### config.mk
export PLATFORM = sky130hd
export DESIGN_NAME = processing_array_cell
export DESIGN_NICKNAME = d
export VERILOG_FILES = /design/src/rtl/processing_array_cell.sv
export SDC_FILE = /design/constraint.sdc
export NUM_CORES = 1
export LEC_CHECK = 0
export BUFFER_PORTS_ARGS = -buffer_cell sky130_fd_sc_hd__buf_4
export CAP_MARGIN = 30
export CORE_UTILIZATION = 44
export DETAILED_ROUTE_END_ITERATION = 8
export HOLD_SLACK_MARGIN = 0.1
export PLACE_DENSITY = 0.72
export SLEW_MARGIN = 20
export SYNTH_ARGS = -nofsm -noshare
export SYNTH_HDL_FRONTEND = slang
export SYNTH_SLANG_ARGS = --single-unit
export TNS_END_PERCENT = 100
### constraint.sdc
create_clock -name clk -period 15.28 [get_ports clk]
set_clock_uncertainty 0.1 [all_clocks]
set_input_delay 3.056 -clock clk [delete_from_list [all_inputs] [get_ports clk]]
set_output_delay 3.056 -clock clk [all_outputs]
set_load 0.1 [all_outputs]
### src/rtl/processing_array_cell.sv
// Smith-Waterman systolic cell: one query letter, scores one database beat per cycle.
// Define AFFINE_GAP_EN to add affine gap terms (in_gap/out_gap ports, internal F register).
module processing_array_cell #(
  parameter int unsigned SCORE_WIDTH  = 8,
  parameter int unsigned LETTER_WIDTH = 2,
  parameter int unsigned ROW_WIDTH    = 10,
  parameter int unsigned MATCH        = 1,
  parameter int unsigned MISMATCH     = 1,
  parameter int unsigned GAP_PENALTY  = 2,
  parameter int unsigned GAP_OPEN     = 3,
  parameter int unsigned GAP_EXTEND   = 1
) (
  input  logic                    clk,
  input  logic                    rst,
  input  logic                    load_query,
  input  logic [LETTER_WIDTH-1:0] query_letter,
  input  logic                    in_valid,
  input  logic                    in_last,
  input  logic [LETTER_WIDTH-1:0] in_letter,
  input  logic [SCORE_WIDTH-1:0]  in_score,
`ifdef AFFINE_GAP_EN
  input  logic [SCORE_WIDTH-1:0]  in_gap,
  output logic [SCORE_WIDTH-1:0]  out_gap,
`endif
  output logic                    out_valid,
  output logic                    out_last,
  output logic [LETTER_WIDTH-1:0] out_letter,
  output logic [SCORE_WIDTH-1:0]  out_score,
  output logic [1:0]              out_source,
  output logic                    out_zero,
  output logic [SCORE_WIDTH-1:0]  max_score,
  output logic [ROW_WIDTH-1:0]    max_row,
  output logic [1:0]              state
);

  localparam int unsigned SW1 = SCORE_WIDTH + 1;

  typedef enum logic [1:0] {
    S_EMPTY = 2'b00,
    S_READY = 2'b01,
    S_RUN   = 2'b10,
    S_DONE  = 2'b11
  } state_t;

  // Affine gap extension must never cost more than opening a gap.
  if (GAP_OPEN < GAP_EXTEND) begin : g_gap_cfg
    $error("GAP_OPEN must be >= GAP_EXTEND");
  end

  function automatic logic [SCORE_WIDTH-1:0] sub_clamp(input logic [SCORE_WIDTH-1:0] a,
                                                       input int unsigned b);
    logic [SW1-1:0] bw;
    logic [SW1-1:0] aw;
    bw = SW1'(b);
    aw = {1'b0, a};
    sub_clamp = (aw > bw) ? SCORE_WIDTH'(aw - bw) : '0;
  endfunction

  function automatic logic [SCORE_WIDTH-1:0] add_sat(input logic [SCORE_WIDTH-1:0] a,
                                                     input int unsigned b);
    logic [SW1-1:0] sum;
    sum = {1'b0, a} + SW1'(b);
    add_sat = sum[SCORE_WIDTH] ? '1 : sum[SCORE_WIDTH-1:0];
  endfunction

  state_t                  cur_state, next_state;
  logic [LETTER_WIDTH-1:0] query;
  logic [SCORE_WIDTH-1:0]  diag, top;
  logic [ROW_WIDTH-1:0]    row;
  logic                    accept, clear, restart;
  logic [SCORE_WIDTH-1:0]  diag_op, top_op, max_op;
  logic [ROW_WIDTH-1:0]    row_op, max_row_op;
  logic [SCORE_WIDTH-1:0]  diag_term, top_term, left_term, h;
  logic [1:0]              src;
`ifdef AFFINE_GAP_EN
  logic [SCORE_WIDTH-1:0]  f_reg, f_op, e_term, f_term;
`endif

  assign state = cur_state;

  // Sequencing: loads win over beats outside RUN; a beat in DONE restarts the alignment.
  always_comb begin
    next_state = cur_state;
    accept     = 1'b0;
    clear      = 1'b0;
    restart    = 1'b0;
    case (cur_state)
      S_EMPTY: begin
        if (load_query) begin
          next_state = S_READY;
          clear      = 1'b1;
        end
      end
      S_READY, S_DONE: begin
        if (load_query) begin
          next_state = S_READY;
          clear      = 1'b1;
        end else if (in_valid) begin
          accept     = 1'b1;
          restart    = (cur_state == S_DONE);
          next_state = in_last ? S_DONE : S_RUN;
        end
      end
      S_RUN: begin
        if (in_valid) begin
          accept = 1'b1;
          if (in_last) next_state = S_DONE;
        end
      end
      default: next_state = S_EMPTY;
    endcase
  end

  always_ff @(posedge clk) begin
    if (rst) cur_state <= S_EMPTY;
    else     cur_state <= next_state;
  end

  // Score datapath; a restart sees cleared history for the beat that triggers it.
  always_comb begin
    diag_op    = restart ? '0 : diag;
    top_op     = restart ? '0 : top;
    max_op     = restart ? '0 : max_score;
    row_op     = restart ? '0 : row;
    max_row_op = restart ? '0 : max_row;
    diag_term  = (in_letter == query) ? add_sat(diag_op, MATCH) : sub_clamp(diag_op, MISMATCH);
`ifdef AFFINE_GAP_EN
    f_op      = restart ? '0 : f_reg;
    e_term    = sub_clamp(in_gap, GAP_EXTEND);
    if (sub_clamp(in_score, GAP_OPEN) > e_term) e_term = sub_clamp(in_score, GAP_OPEN);
    f_term    = sub_clamp(f_op, GAP_EXTEND);
    if (sub_clamp(top_op, GAP_OPEN) > f_term) f_term = sub_clamp(top_op, GAP_OPEN);
    top_term  = f_term;
    left_term = e_term;
`else
    top_term  = sub_clamp(top_op, GAP_PENALTY);
    left_term = sub_clamp(in_score, GAP_PENALTY);
`endif
    if (diag_term >= top_term && diag_term >= left_term) begin
      h   = diag_term;
      src = 2'b01;
    end else if (top_term >= left_term) begin
      h   = top_term;
      src = 2'b10;
    end else begin
      h   = left_term;
      src = 2'b11;
    end
    if (h == '0) src = 2'b00;
  end

  always_ff @(posedge clk) begin
    if (rst) begin
      query      <= '0;
      diag       <= '0;
      top        <= '0;
      row        <= '0;
      max_score  <= '0;
      max_row    <= '0;
      out_valid  <= 1'b0;
      out_last   <= 1'b0;
      out_letter <= '0;
      out_score  <= '0;
      out_source <= 2'b00;
      out_zero   <= 1'b0;
`ifdef AFFINE_GAP_EN
      f_reg      <= '0;
      out_gap    <= '0;
`endif
    end else begin
      out_valid  <= accept;
      out_last   <= accept & in_last;
      out_letter <= in_letter;
      if (clear) begin
        query     <= query_letter;
        diag      <= '0;
        top       <= '0;
        row       <= '0;
        max_score <= '0;
        max_row   <= '0;
`ifdef AFFINE_GAP_EN
        f_reg     <= '0;
        out_gap   <= '0;
`endif
      end else if (accept) begin
        diag       <= in_score;
        top        <= h;
        row        <= (row_op == '1) ? row_op : row_op + ROW_WIDTH'(1);
        out_score  <= h;
        out_source <= src;
        out_zero   <= (h == '0);
        // Strictly greater keeps the earliest row on ties.
        if (h > max_op) begin
          max_score <= h;
          max_row   <= row_op;
        end else begin
          max_score <= max_op;
          max_row   <= max_row_op;
        end
`ifdef AFFINE_GAP_EN
        f_reg      <= f_term;
        out_gap    <= e_term;
`endif
      end
    end
  end

endmodule

Word level (Yosys, flattened, before mapping):

Cells that the tools add are included.

* input bits: 17
* output and inout bits: 35
* register bits after elaboration: 63

* reductions and logical operators: 10
* mux-type cells: 33
* eq/ne operators: 9
* $lt $le $gt $ge: 7
* add/sub/neg operators: 5
* bitwise logic cells: 2

Operators with widths (number)
* 2-to-1 mux 8 bit: 11
* 2-to-1 mux 10 bit: 4
* greater-or-equal comparator 8 bit: 3
* greater-than comparator 8 x 2 -> 1 bit, second input constant: 2
* subtractor 8 x 2 -> 8 bit, second input constant: 2
* 2-to-1 mux 2 bit: 7
* adder 10 x 1 -> 10 bit, second input constant: 1
* equality test 10 bit, second input constant: 1
* adder 8 x 1 -> 9 bit, second input constant: 1
* 2-to-1 mux 1 bit: 9
* greater-than comparator 8 x 1 -> 1 bit, second input constant: 1
* greater-than comparator 8 bit: 1
* logical NOT 8 bit: 1
* subtractor 8 x 1 -> 8 bit, second input constant: 1
* inequality test 2 bit, second input constant: 3
* case mux 2 bit (3 select lines): 1
* equality test 2 bit, second input constant: 2
* AND reduction 2 bit: 2
* AND reduction 4 bit: 1
* OR reduction 2 bit: 2
* inequality test 3 bit, second input constant: 1
* OR reduction 3 bit: 1
* equality test 2 x 1 -> 1 bit, second input constant: 1
* equality test 2 bit: 1
* other kinds (6): 6

Logic depth before layout (Yosys ltp):

Gate-level depths: netlist of the first run.

* depth after elaboration: 14
* gate-level depth with buffers: 32
* mapped depth without buffers: 26

Worst setup path before layout of the first run:

Ideal clock, no wire load.

* kind: input to register
* start: input load_query
* end: register max_row[2]
* cell stages on the path: 29
* arrival time: 9.017 ns
* slack: 6.036 ns
* buffers on the path: 5
* library setup time: 0.128 ns
* data required time: 15.052 ns
* cells stage by stage: nand4b_1 clkbuf_1 clkbuf_1 buf_1 nand2_1 ha_1 or3b_2 or3_1 a211o_1 o31ai_1 ha_1 a21o_1 a211oi_1 o21ai_0 a21o_1 nand3_1 buf_2 mux2i_1 inv_2 ha_1 nor2b_1 o21a_1 o21a_1 o21a_1 o21ai_0 or2_2 clkbuf_1 mux2i_1 nor2_1

* word-level cells in the longest chain between the ends: 12
* elaborated cells on any way between the ends: 30
* classes of those cells: add/sub: 3; order compare: 6; mux: 17; reduce/logical: 4

RTL lines
* start: declaration: RTL line 15 `input logic load_query,`
* 2-to-1 mux 1 bit (*): RTL line 95 `if (load_query) begin`
* 2-to-1 mux 1 bit (*): RTL line 87 `case (cur_state)`
* 2-to-1 mux 8 bit: RTL line 121 `diag_op = restart ? '0 : diag;`
* subtractor 8 x 1 -> 8 bit, or another cell as far along: RTL line 56 `sub_clamp = (aw > bw) ? SCORE_WIDTH'(aw - bw) : '0;`
* 2-to-1 mux 8 bit (on tied branches): RTL line 56, 63
* 2-to-1 mux 8 bit: RTL line 126 `diag_term = (in_letter == query) ? add_sat(diag_op, MATCH) : sub_clamp(diag_op, MISMATCH);`
* greater-or-equal comparator 8 bit: RTL line 139 `if (diag_term >= top_term && diag_term >= left_term) begin`
* logical AND 1 bit: RTL line 139
* 2-to-1 mux 8 bit (*): RTL line 139
* net h[1]: RTL line 73 `logic [SCORE_WIDTH-1:0] diag_term, top_term, left_term, h;`
* greater-than comparator 8 bit (*): RTL line 193 `if (h > max_op) begin`
* nonzero test 2 bit (no source line)
* AND reduction 2 bit (no source line)
* end signal: assignment: RTL line 195 `max_row <= row_op;`
* end signal: assignment: RTL line 198 `max_row <= max_row_op;`
* end: declaration: RTL line 32 `output logic [ROW_WIDTH-1:0] max_row,`

Mark *: on every way through the listed nets, which the timed path passes. The rest lies on a longest branch.
A chain may end at the register's enable or synchronous reset.

Worst setup path in the final report of the first run:

* start: input load_query
* end: register max_score[7]

* word-level cells in the longest chain between the ends: 11
* elaborated cells on any way between the ends: 27
* classes of those cells: add/sub: 3; order compare: 6; mux: 16; reduce/logical: 2

RTL lines
* 2-to-1 mux 1 bit (*): RTL line 95
* 2-to-1 mux 1 bit (*): RTL line 87
* 2-to-1 mux 8 bit: RTL line 121
* subtractor 8 x 1 -> 8 bit, or another cell as far along: RTL line 56
* 2-to-1 mux 8 bit (on tied branches): RTL line 56, 63
* 2-to-1 mux 8 bit: RTL line 126
* greater-or-equal comparator 8 bit: RTL line 139
* logical AND 1 bit: RTL line 139
* 2-to-1 mux 8 bit (*): RTL line 139
* net h[1]: RTL line 73
* greater-than comparator 8 bit (*): RTL line 193
* 2-to-1 mux 8 bit (*): RTL line 193
* end signal: assignment: RTL line 194 `max_score <= h;`
* end signal: assignment: RTL line 197 `max_score <= max_op;`
* end: declaration: RTL line 31 `output logic [SCORE_WIDTH-1:0] max_score,`

Marked as above.

==> results of run 1 <==
## cell usage in the layout (no fill, tap or decap), types with 6 or more instances in the layout
master,Yosys,routed
a21oi_1,30,30
inv_1,25,25
xnor2_1,9,9
a22o_1,7,7
o21a_1,6,6
o21ai_0,26,26
and3_1,8,8
xor2_1,7,7
a211oi_1,8,8
nand4_1,8,8
o31ai_1,7,7
a31oi_1,6,6
nor2_1,41,41
a21o_1,11,11
nor4_1,6,6
nand3_1,18,18
dfxtp_1,63,63
mux2i_1,23,23
nand2_1,65,65
buf_4,0,53
ha_1,36,36
nor3_1,10,10
clkbuf_8,0,10
nand2b_1,6,6
## state kept, by name (all words and copies together) (netlist names), named ones only
signal	cells
max_row	10
row	10
diag	8
max_score	8
out_score	8
top	8
out_letter	2
out_source	2
query	2
out_last	1
out_valid	1
out_zero	1
state	1
## power by group through the flow
stage / logic (mW) / clock network [mW] / registers (mW)
after floorplan: 0.116 / 0 / 0.208
after global placement: 0.181 / 0 / 0.181
after detailed placement: 0.185 / 0 / 0.181
after CTS: 0.186 / 0.172 / 0.177
after global routing: 0.205 / 0.179 / 0.178
final: 0.187 / 0.170 / 0.178
## stage by stage
step	worst slack (ns)	power [mW]	utilization, %	std cells
finish	6.124	0.5342	52.74	692
global route	5.749	0.5631	52.74	692
floorplan	6.036	0.3249	-	522
CTS	6.197	0.5347	52.74	692
detailed placement	5.863	0.3658	50.25	676
global placement	5.977	0.3619	50.25	676
## tightest hold or removal path, cell delays in order (launching register included)
cell and delay, ns:
dfxtp_1 0.31, nand2_1 0.05, a21oi_1 0.05
## final cells by class
cell class | count | area, um2 | area share, %
multi-input combinational | 402 | 2714 | 55.69
sequential | 63 | 1261 | 25.88
timing repair buffer | 53 | 397.9 | 8.164
tap | 129 | 161.4 | 3.312
clock buffer | 10 | 137.6 | 2.824
inverter | 29 | 108.9 | 2.234
clock inverter | 6 | 92.59 | 1.900
## worst min path at each step
stage,start,to,slack [ns]
final,out_score[5]$_SDFFE_PP0P_,out_score[5]$_SDFFE_PP0P_,0.36
after global routing,out_score[5]$_SDFFE_PP0P_,out_score[5]$_SDFFE_PP0P_,0.39
after CTS,out_score[5]$_SDFFE_PP0P_,out_score[5]$_SDFFE_PP0P_,0.37
after detailed placement,out_score[5]$_SDFFE_PP0P_,out_score[5]$_SDFFE_PP0P_,0.36
after global placement,out_score[5]$_SDFFE_PP0P_,out_score[5]$_SDFFE_PP0P_,0.35
after floorplan,top[2]$_SDFFE_PP0P_,top[2]$_SDFFE_PP0P_,0.37
## layer usage
metal | vias up | GRT usage (%)
met2 | 176 | 35.49
met4 | 0 | 10.86
met1 | 1924 | 30.61
met5 | - | 0
li1 | 1953 | -
met3 | 20 | 3.482
## cells by family after synthesis
logic type                 count (synthesis)
and+or+nand+nor                          197
adders and majority gates                 36
AOI/OAI and AO/OA                        125
xor gates and xnor gates                  16
DFF                                       63
muxes                                     28
buffers and inverters                     57
==> results by group, run 1 <==
Worst setup path
  – CP Data Arrival Time: 9.30 ns
  – Crit Path Max Fanout: 31
  – Required @ worst endpoint: 15.43 ns
  – R2R cell count: 25
  – Crit. Startpoint: load_query
  – R2R setup slack: 8.50 ns
  – Worst reg2reg endpoint: max_score[7]$_SDFFE_PP0P_
  – WP buf/inv: 3
  – Reg2Reg Launch Point: state[0]$_SDFFE_PP0P_
  – CP Launch Type: input pin
  – Worst setup path end: max_score[7]$_SDFFE_PP0P_
  – Slowest library cell on the worst path: or3b_2
  – Critical path capture point type: register
  – Critical path class: in2reg
  – CP delay by family, top: compound AO/OA/AOI/OAI gates
  – Delay of the slowest critical-path stage: 0.48 ns
  – Critical path depth: 26

Timing
  – Final hold vios: 0
  – Final worst-path cycle share: roughly three fifths
  – Rel. slew slack: 35.24%
  – RSZ-0062 raised after global routing: false
  – Crit path time final: 9.156 ns
  – Total negative slack: 0 ns
  – Finish-stage setup viols: 0
  – Max Slew Vio Count: 0
  – Worst Tran Pin Value: 0.9715 ns
  – Max Fclk: 109.2 MHz
  – Hold slack: between 0.3 and 0.4 ns

Global route
  – GRT Total Usage: 22.69%
  – Total congestion overflow: 0
  – Largest net degree at the start of global routing: 32
  – Global-route wire length before repair: 17890 um
  – Initial antenna violation count: 0
  – Vias in the first global route: 3752

Route
  – Residual DRC count: 0
  – Vias after detailed routing: 4073
  – Top sig layer: met4
  – Drt pass-1 iters: 5
  – Final Routed Wirelength: about 11000 um
  – Met1 Routed Length: 4896 um
  – Metal2 WL: 4897 um
  – DR vias/cell: about 6
  – DR WL met3: between 700 and 800 um
  – Mean routed wirelength per cell: ~16 um
  – Routed Antenna Nets: 0
  – Drt first-iter violations: 329

Clocking
  – CTS tree: built
  – # clock sinks: 63
  – CTS clk-pin slew, worst paths: around 0.070 ns
  – H-tree Lvls: 3
  – TritonCTS Buffers: 9
  – Worst skew pair latency: 0.36 ns
  – Hold_buf cts: 0
  – Max Buffers Root-to-Sink: 2
  – Clock Tree Root: clkbuf_8
  – Postcts setup bufs: 0
  – # resized after CTS: 0

Floorplan
  – Core area: between 9000 and 10000 um2
  – Die Footprint: around 10000 um2
  – Std-Cell Rows: 35
  – IO Pins: 52
  – Initial Util: 45.57%
  – Die height: 99.82 um
  – Width of the die: 99.82 um

Status
  – Outcome: completed

Synthesis
  – Yosys synthesis warning count: 0
  – Syn Std Cell Area: 4210 um2
  – Most frequent cell after synthesis: nand2_1
  – Post-synthesis async set-or-reset flop share: 0%
  – Cell taking the most area after synthesis: dfxtp_1
  – Syn Inst Count: 522
  – Commonest cells in the netlist: 65 x nand2_1, 63 x dfxtp_1, 41 x nor2_1
  – Synth top area cells: dfxtp_1 30%, ha_1 11%, nand2_1 5.8%, mux2i_1 5.5%, nor2_1 3.7%
  – Post-synth net total: 575
  – Top FF cell, synth: dfxtp_1
  – Seq cells post-synth: 63
  – Post-Synth Simple-Gate Area: 23.15%
  – Post-synthesis mux area share: 6.865%
  – EDFF count, synth: 0
  – Sequential share of the synthesized area: 29.96%
  – Top cell type's share of synthesized area: 29.96%
  – Post-Synth XOR/XNOR Area: 3.328%
  – Largest family of logic cells by synthesized area: simple AND/OR/NAND/NOR gates
  – Adder-cell share of the synthesized area: 10.70%
  – Compound-Gate Fraction of Synth Area: 20.42%
  – Avg Cell Area, Syn: 8.066 um2
  – Number of distinct library cells after synthesis: 66

Power and ir drop
  – Sw frac: roughly 37%
  – Peak supply drop: 72.30 uV
  – Reg power frac: between 30% and 40%
  – Sw Pwr: 199.4 uW
  – Power Density: 109.6 nW/um2
  – Internal power: 334.7 uW
  – Leakage: 2.234 nW
  – Clock power share: 31.7%
  – Comb pwr share: 35.0%

Layout
  – Layout Nets: ~600
  – Post-layout instance area: a little under 5000 um2
  – Synthesis-to-finish area growth: 15.75%
  – Fillers: 879
  – ANT cells: 0
  – Layout cell share with drive strength beyond 1: ~16%

Placement
  – Placer Congestion: 0.8979
  – Dpl hpwl: 7955 um
  – Post-Place Cell Area: 4643 um2
  – Number of port buffers: 51

Job
  – Max Cap Viol: 0

Hold path
  – Hold depth: 2
  – HP Class: reg2reg
(Power assumes the default switching activity.)
==> run 2: changes to the inputs <==
PLACE_DENSITY = 0.75   (was 0.72)
clock period = 7.5 ns   (was 15.28 ns; I/O delays follow)
==> results by group, run 2 (synthesis gave the netlist of run 1 again) <==
Route
  – Vias after detailed routing: 3967 (-2.6%)
  – Drt pass-1 iters: 5 (unchanged)
  – Top sig layer: met4
  – Residual DRC count: 0 (unchanged)
  – Routed Antenna Nets: 0 (unchanged)
  – Drt first-iter violations: 365 (+11%)
  – DR WL met3: 650 um (-15%)
  – DR vias/cell: 5.683 (-3.4%)
  – Mean routed wirelength per cell: 15.57 um (+0.11%)
  – Metal2 WL: 4977 um (+1.6%)
  – Met1 Routed Length: 5065 um (+3.5%)
  – Final Routed Wirelength: 10870 um (+0.98%)

Worst setup path
  – Critical path class: in2reg
  – Required @ worst endpoint: 7.70 ns (-7.73 ns)
  – Delay of the slowest critical-path stage: 0.47 ns (about the same)
  – Slowest library cell on the worst path: or3b_2
  – CP Launch Type: input pin
  – Worst reg2reg endpoint: max_score[6]$_SDFFE_PP0P_
  – CP Data Arrival Time: 7.20 ns (-2.10 ns)
  – Reg2Reg Launch Point: state[0]$_SDFFE_PP0P_
  – R2R cell count: 25 (unchanged)
  – Critical path capture point type: register
  – R2R setup slack: 1.30 ns (-7.20 ns)
  – Crit Path Max Fanout: 8 (-74%)

Clocking
  – TritonCTS Buffers: 9 (unchanged)
  – CTS clk-pin slew, worst paths: 0.07 ns (about the same)
  – Clock Tree Root: clkbuf_8
  – Postcts setup bufs: 0 (unchanged)
  – Worst skew pair latency: 0.36 ns (about the same)
  – H-tree Lvls: 3 (unchanged)
  – # clock sinks: 63 (unchanged)
  – CTS tree: built
  – Hold_buf cts: 0 (unchanged)
  – # resized after CTS: 0 (unchanged)
  – Max Buffers Root-to-Sink: 2 (unchanged)

Status
  – Outcome: completed

Layout
  – Most frequent cells in the layout: 65 x nand2_1, 63 x dfxtp_1, 59 x buf_4
  – Largest registers: max_row x10, row x10
  – Commonest non-fill, non-tap cell in the layout: nand2_1
  – Layout cell share with drive strength beyond 1: 17.05% (+0.88 points)
  – ANT cells: 0 (unchanged)
  – Fillers: 863 (-1.8%)
  – Synthesis-to-finish area growth: 16.73%
  – Layout Nets: 617 (+0.98%)

Power and ir drop
  – Comb pwr share: 35.5% (+0.5 points)
  – Leakage: 2.263 nW (+1.3%)
  – Internal power: 680.4 uW (+100%)
  – Design Power: 1.092 mW (+100%)
  – Peak supply drop: 126.1 uV (+74%)
  – Reg power frac: 33.1% (about the same)
  – Sw frac: 37.67% (+0.34 points)
  – Power Density: 222.1 nW/um2 (+100%)
  – Sw Pwr: 411.2 uW (+110%)
  – Clock power share: 31.4% (-0.3 points)

Timing
  – Max Fclk: 142.8 MHz
  – Worst Tran Pin Value: 0.8442 ns (-0.1272 ns)
  – RSZ-0062 raised after global routing: false
  – Total negative slack: 0 ns (unchanged)
  – Max Slew Vio Count: 0 (unchanged)
  – Crit path time final: between 7 and 8 ns
  – Finish-stage setup viols: 0 (unchanged)
  – Rel. slew slack: 43.58% (+8.3 points)
  – Final hold vios: 0 (unchanged)
  – Final worst-path cycle share: 93.39%
  – Final setup margin: 0.4954 ns (-5.628 ns)

Hold path
  – HP Class: reg2reg
  – Hold Path Origin: out_score[2]$_SDFFE_PP0P_
  – Hold Path End: out_score[2]$_SDFFE_PP0P_
  – Hold depth: 2 (unchanged)

Global route
  – GRT Total Usage: 23.09% (+0.40 points)
  – Largest net degree at the start of global routing: 27 (-16%)
  – Vias in the first global route: 3744 (-0.21%)
  – Initial antenna violation count: 0 (unchanged)
  – Global-route wire length before repair: 18290 um (+2.2%)
  – Total congestion overflow: 0 (unchanged)

Floorplan
  – Core area: 9240 um2 (unchanged)
  – Initial Util: 45.57% (unchanged)
  – Die height: 99.82 um (unchanged)
  – Die Footprint: 9964 um2 (unchanged)
  – Width of the die: 99.82 um (unchanged)
  – IO Pins: 52 (unchanged)
  – Std-Cell Rows: 35 (unchanged)

Placement
  – Placer Congestion: 0.9345 (+4.1%)
  – Dpl hpwl: 8086 um (+1.7%)
  – Dpl ws: 0.2408 ns (-5.622 ns)
  – Number of port buffers: 51 (unchanged)

Job
  – Max Cap Viol: 0 (unchanged)
## run 2: how the worst max path moves through the flow
| stage | endpoint | from | slack (ns) | cells after the start |
|---|---|---|---|---|
| after detailed placement | max_score[6]$_SDFFE_PP0P_ | load_query | 0.24 | 26 |
| after global routing | max_score[6]$_SDFFE_PP0P_ | load_query | 0.06 | 28 |
| after CTS | max_score[6]$_SDFFE_PP0P_ | load_query | 0.54 | 26 |
| after floorplan | max_row[2]$_SDFFE_PP0P_ | load_query | 0.02 | 29 |
| after global placement | max_score[2]$_SDFFE_PP0P_ | load_query | 0.41 | 26 |
| final | max_score[6]$_SDFFE_PP0P_ | load_query | 0.50 | 26 |
## run 2: metal layers
layer | vias to the layer above | track usage, %
met2 | 132 | 36.23
li1 | 1966 | -
met4 | 0 | 8.824
met5 | - | 0
met1 | 1853 | 31.96
met3 | 16 | 3.482
## run 2: final cells by class
type / instances / area, um2 / share of cell area (%)
Tap cell: 129 / 161.4 / 3.284
Clock inverter: 7 / 102.6 / 2.088
Clock buffer: 9 / 123.9 / 2.520
Timing Repair Buffer: 59 / 442.9 / 9.012
Sequential cell: 63 / 1261 / 25.66
Multi-Input combinational cell: 402 / 2714 / 55.22
Inverter: 29 / 108.9 / 2.215
## run 2: power groups by stage
stage | clock [mW] | sequential [mW] | combinational [mW]
after floorplan | 0 | 0.425 | 0.237
after global placement | 0 | 0.369 | 0.376
after detailed placement | 0 | 0.369 | 0.383
after CTS | 0.345 | 0.361 | 0.385
after global routing | 0.361 | 0.364 | 0.426
final | 0.343 | 0.362 | 0.387
## run 2: stage by stage
step / cells / hold slack [ns] / util [%] / instance area, um2
floorplan: 522 / 0.3665 / - / 4212
CTS: 698 / 0.3656 / 53.19 / 4915
global route: 698 / 0.4042 / 53.19 / 4915
finish: 698 / 0.3677 / 53.19 / 4915
detailed placement: 682 / 0.3539 / 50.74 / 4688
global placement: 682 / 0.3580 / 50.74 / 4688
## run 2: critical path: cells and delay by family
kind                       cells  cell delay (ns)
AOI/OAI and AO/OA             13             2.54
and+or+nand+nor                8             1.94
adders and majority gates      3             0.84
buffers and inverters          2             0.36
